$ cat config.mk
export PLATFORM = sky130hd
export DESIGN_NAME = ual_issue_ctrl
export DESIGN_NICKNAME = d
export VERILOG_FILES = /design/src/rtl/ual_issue_ctrl.sv
export SDC_FILE = /design/constraint.sdc
export NUM_CORES = 1
export LEC_CHECK = 0
export CAP_MARGIN = 20
export CORE_UTILIZATION = 38
export DETAILED_ROUTE_END_ITERATION = 10
export RECOVER_POWER = 25
export SYNTH_ARGS = -nofsm -noshare
export SYNTH_HDL_FRONTEND = slang
export SYNTH_SLANG_ARGS = --single-unit
$ cat constraint.sdc
create_clock -name clk -period 2.3 [get_ports clk]
set_clock_uncertainty 0.2 [all_clocks]
set_input_delay 0.345 -clock clk [delete_from_list [all_inputs] [get_ports clk]]
set_output_delay 0.345 -clock clk [all_outputs]
set_load 0.1 [all_outputs]
$ cat src/rtl/ual_issue_ctrl.sv
// ual_issue_ctrl: command FIFO and issue sequencer placed in front of the
// combinational ual ALU.
//   Commands {in0, in1, sel} enter through a valid/ready port and are stored
//   in a DEPTH-entry FIFO. One command at a time is popped onto registered
//   ual_in0/ual_in1/ual_sel. One cycle later ual_out is captured and offered
//   downstream on the res_valid/res_ready port.
// Ports:
//   clk, rst_n                  clock, asynchronous active-low reset
//   cmd_valid/cmd_ready         command handshake
//   cmd_in0, cmd_in1, cmd_sel   command payload
//   ual_in0, ual_in1, ual_sel   registered operands/select to ual
//   ual_out                     combinational ual result
//   res_valid/res_ready         result handshake
//   res_data, res_sel           captured result and the sel that produced it
//   op_count                    results accepted downstream (wraps)
module ual_issue_ctrl #(
  parameter int DEPTH = 4,
  parameter int AW    = 2,
  parameter int CNT_W = 8
) (
  input  logic             clk,
  input  logic             rst_n,
  input  logic             cmd_valid,
  output logic             cmd_ready,
  input  logic [3:0]       cmd_in0,
  input  logic [3:0]       cmd_in1,
  input  logic [2:0]       cmd_sel,
  output logic [3:0]       ual_in0,
  output logic [3:0]       ual_in1,
  output logic [2:0]       ual_sel,
  input  logic [7:0]       ual_out,
  output logic             res_valid,
  input  logic             res_ready,
  output logic [7:0]       res_data,
  output logic [2:0]       res_sel,
  output logic [CNT_W-1:0] op_count
);

  typedef struct packed {
    logic [3:0] in0;
    logic [3:0] in1;
    logic [2:0] sel;
  } cmd_t;

  typedef enum logic [1:0] {IDLE, ISSUE, HOLD} state_t;

  state_t        state, state_nxt;
  cmd_t          mem [DEPTH];
  logic [AW-1:0] wr_ptr, rd_ptr;
  logic [AW:0]   count;
  logic          full, empty, push, pop;

  assign full      = (count == (AW+1)'(DEPTH));
  assign empty     = (count == '0);
  // Ready reflects occupancy only, so a pop in the same cycle never frees
  // a slot early.
  assign cmd_ready = !full;
  assign push      = cmd_valid && !full;
  // The head is only taken while the issue slot is free.
  assign pop       = (state == IDLE) && !empty;

  // Payload storage needs no reset; occupancy decides what is valid.
  always_ff @(posedge clk) begin
    if (push) mem[wr_ptr] <= '{in0: cmd_in0, in1: cmd_in1, sel: cmd_sel};
  end

  always_ff @(posedge clk or negedge rst_n) begin
    if (!rst_n) begin
      wr_ptr <= '0;
      rd_ptr <= '0;
      count  <= '0;
    end else begin
      if (push) wr_ptr <= wr_ptr + 1'b1;
      if (pop)  rd_ptr <= rd_ptr + 1'b1;
      case ({push, pop})
        2'b10:   count <= count + 1'b1;
        2'b01:   count <= count - 1'b1;
        default: count <= count;
      endcase
    end
  end

  always_ff @(posedge clk or negedge rst_n) begin
    if (!rst_n) state <= IDLE;
    else        state <= state_nxt;
  end

  always_comb begin
    state_nxt = state;
    case (state)
      IDLE:    if (!empty) state_nxt = ISSUE;
      ISSUE:   state_nxt = HOLD;
      HOLD:    if (res_ready) state_nxt = IDLE;
      default: state_nxt = IDLE;
    endcase
  end

  // ual inputs move only on a pop, so they stay stable through ISSUE and
  // ual_out has a full cycle to settle before it is captured.
  always_ff @(posedge clk or negedge rst_n) begin
    if (!rst_n) begin
      ual_in0   <= '0;
      ual_in1   <= '0;
      ual_sel   <= '0;
      res_valid <= 1'b0;
      res_data  <= '0;
      res_sel   <= '0;
      op_count  <= '0;
    end else begin
      if (pop) begin
        ual_in0 <= mem[rd_ptr].in0;
        ual_in1 <= mem[rd_ptr].in1;
        ual_sel <= mem[rd_ptr].sel;
      end
      if (state == ISSUE) begin
        res_data  <= ual_out;
        res_sel   <= ual_sel;
        res_valid <= 1'b1;
      end
      if (state == HOLD && res_ready) begin
        res_valid <= 1'b0;
        op_count  <= op_count + 1'b1;
      end
    end
  end

endmodule
==> flow_summary.json <==
{
  "crit_arrival_ps": 2270,
  "fin_crit_ps": 2200,
  "overflow": 0,
  "die_w_um": 95.0,
  "slew_violations": 0,
  "critical_path_s_most_frequent_cell": "sky130_fd_sc_hd__xor2_1",
  "final_area_sq_um": 4160,
  "fp.coreArea_sq_um": 8300,
  "synth_warnings": 0,
  "globalplace.congestion": 0.673,
  "met3WireLength_um": 347,
  "die_area_sq_um": 9030,
  "cp-start-kind": "flip-flop",
  "routed_wire_length_per_instance_um": 16.3,
  "worst_path_largest_cell_delay_ps": 410,
  "report.final.setup_viol": 0,
  "numCtsBuffers": 9,
  "tritoncts": "built",
  "timing.fmax_mhz": 454,
  "post_synth_and_or_nand_nor_area_fraction_pct": 4.91,
  "htree_num_levels": 3,
  "synth.cells.most_frequent": "sky130_fd_sc_hd__edfxtp_1 (44), sky130_fd_sc_hd__dfrtp_1 (40), sky130_fd_sc_hd__mux2_2 (23), sky130_fd_sc_hd__mux4_2 (9), sky130_fd_sc_hd__xor2_1 (7)",
  "start_util_pct": 39.6,
  "grt_pass1_wl_mm": 9.07,
  "max_slew_margin_pct": 55.2,
  "post_synth_fa_ha_maj_area_fraction_pct": 2.89,
  "layout_cells_sized_above_1_pct": 39.8,
  "netlist_area_sq_um": 3290,
  "dp.final_hpwl_mm": 3.91,
  "wl_met1_mm": 2.74,
  "timing.setup.critical_path_class": "flip-flop to flip-flop",
  "finalCritPeriodShare_pct": 95.9,
  "dr.max_layer_used": "met4",
  "totalWireLength_mm": 5.95,
  "synth_seq_cells": 84,
  "timing.hold.worst.class": "flip-flop to flip-flop",
  "leading_cell_type_by_number_of_instances_after_synthesis": "sky130_fd_sc_hd__edfxtp_1",
  "max_slew.worst_pin.slew_ps": 672,
  "drt-vias-per-instance": 4.89,
  "detailed_place.area_sq_um": 3940,
  "synth_edf_count": 44,
  "clock_insertion_delay_worst_skew_ps": 340,
  "buffer_ports.inserted": 54,
  "synth.mux.area_fraction_pct": 16.3,
  "total_number_of_vias": 1781,
  "outcome": "finished clean",
  "post-route-drc-count": 0,
  "largest_cells_by_area_after_synthesis": "sky130_fd_sc_hd__edfxtp_1 (40%), sky130_fd_sc_hd__dfrtp_1 (30%), sky130_fd_sc_hd__mux2_2 (7.9%)",
  "crit_chain": "or3b_4 -> and2_4 -> inv_4 -> ha_4 -> inv_2 -> fa_2 -> xor2_1 -> nor2_1 -> xor2_1",
  "synth_largest_area_cell": "sky130_fd_sc_hd__edfxtp_1",
  "synth_compound_gate_area_share_pct": 0.228,
  "pin_count_of_the_biggest_net_entering_global_routing": 18,
  "synth_top_family_by_area": "multiplexers",
  "timing.max_cap.violations": 0,
  "core.rowCount": 33,
  "antenna_found_initial": 0,
  "drt.antenna.violating_nets": 0,
  "end_kind": "flip-flop",
  "mappedNetlistNets": 206,
  "path_clk_slew_ps": 80,
  "synth_top_flop_cell": "sky130_fd_sc_hd__edfxtp_1",
  "yosys.cell_types.count": 31,
  "synth_seq_area_share_pct": 70.7,
  "report.final.hold_viol_count": 0,
  "crit_slowest_cell": "sky130_fd_sc_hd__or3b_4",
  "met2_length_mm": 2.75,
  "io_pins": 55,
  "cts.sinks": 84,
  "fraction_of_synthesis_flops_using_an_asynchronous_set_or_reset_pin_pct": 47.6,
  "num-nets-final": 284,
  "timing.critical_path.required_ps": 2370,
  "maximum_root_to_sink_buffer_count": 2,
  "initialDrtViolationCount": 92,
  "worst-path-max-fanout": 3,
  "post_synth.cell_area_avg_sq_um": 18.7,
  "grt_pass1_vias": 1687,
  "synth-xor-area-share_pct": 3.46,
  "global_route.usage.total_pct": 14.3,
  "synth_cells": 176,
  "drt_first_pass_iters": 4,
  "synth_largest_type_area_fraction_pct": 40.2,
  "clockRootBuffer": "sky130_fd_sc_hd__clkbuf_8",
  "area_delta_synth_final_pct": 26.6,
  "die_y_um": 95.0,
  "num_antenna_cells": 0
}
-- stage by stage --
stage / instances / hold WS [ps] / TNS, ps / setup WS (ps) / utilization, %
final: 364 / 279 / 0 / 95.2 / 50.1
after global routing: 364 / 310 / -8.23 / -8.23 / 50.1
after CTS: 359 / 185 / 0 / 25.3 / 49.7
after detailed placement: 342 / 41.4 / 0 / 50.5 / 47.5
after global placement: 342 / 41.5 / 0 / 106 / 47.5
after floorplan: 176 / -151 / -94.0 / -94.0 / -
-- area by class of cell --
cell class	count	area [sq um]
clock inverter	6	41.3
multi-input combinational	82	928
tap	105	131
clock buffer	10	128
inverter	6	25.0
sequential	84	2320
timing repair buffer	71	584
fill	707	4140
-- repair_timing --
item,CTS,global route
setup endpoints to repair,0,1
hold endpoints to repair,9,0
resized for setup,0,1
hold buffers,1,0
buffers inserted,0,5
-- worst max-delay path: cells and delay by family (launching register included) --
| kind | cells | cell delay (ps) |
|---|---|---|
| simple gates | 3 | 690 |
| xor+xnor | 2 | 310 |
| fa+ha+maj | 2 | 460 |
| flops | 1 | 390 |
| buf+inv | 2 | 90 |
-- placed cells by master, fill, tap and decap left out, types with 6 or more instances in the layout --
cell type and n:
sky130_fd_sc_hd__mux2_2 23, sky130_fd_sc_hd__buf_4 48, sky130_fd_sc_hd__clkdlybuf4s50_1 10, sky130_fd_sc_hd__xor2_1 7, sky130_fd_sc_hd__dlygate4sd3_1 12, sky130_fd_sc_hd__dfrtp_1 40, sky130_fd_sc_hd__clkbuf_8 9, sky130_fd_sc_hd__xnor2_1 6
sky130_fd_sc_hd__edfxtp_1 44, sky130_fd_sc_hd__mux4_2 9
-- cells by family after synthesis --
kind of cell,after synthesis
AO/OA/AOI/OAI,1
XOR/XNOR,13
adder cells (fa/ha/maj),7
buffers and inverters,10
flip-flops,84
multiplexers,36
AND/OR/NAND/NOR,25
-- path summary, 6_finish.rpt --
path                       cells past startpoint               startpoint                 endpoint  slack (ps)
max                                            9     count[2]$_DFFE_PN0P_     count[2]$_DFFE_PN0P_         100
min                                            1  op_count[7]$_DFFE_PN0P_  op_count[7]$_DFFE_PN0P_         280
max reg2reg                                    9     count[2]$_DFFE_PN0P_     count[2]$_DFFE_PN0P_         100
min reg2reg                                    1  op_count[7]$_DFFE_PN0P_  op_count[7]$_DFFE_PN0P_         280
max in group asynchronous                      3                    rst_n   ual_sel[1]$_DFFE_PN0P_         840
min in group asynchronous                      2                    rst_n  res_data[7]$_DFFE_PN0P_         330
-- routing by layer --
metal  vias up  GRT usage, %
met2        58          21.0
li1        817             -
met5         -             0
met1       895          20.0
met4         0          6.82
met3        11          3.22
-- state kept, by name (all words and copies together), names as in the netlist, 3 cells and up --
register / cells
ual_in0: 4
op_count: 8
res_sel: 3
res_data: 8
mem: 44
ual_sel: 3
ual_in1: 4
count: 3
Power is left out: the tool's default activity adds up to more than one toggle a clock period on the data nets, which glitch-free logic cannot reach.
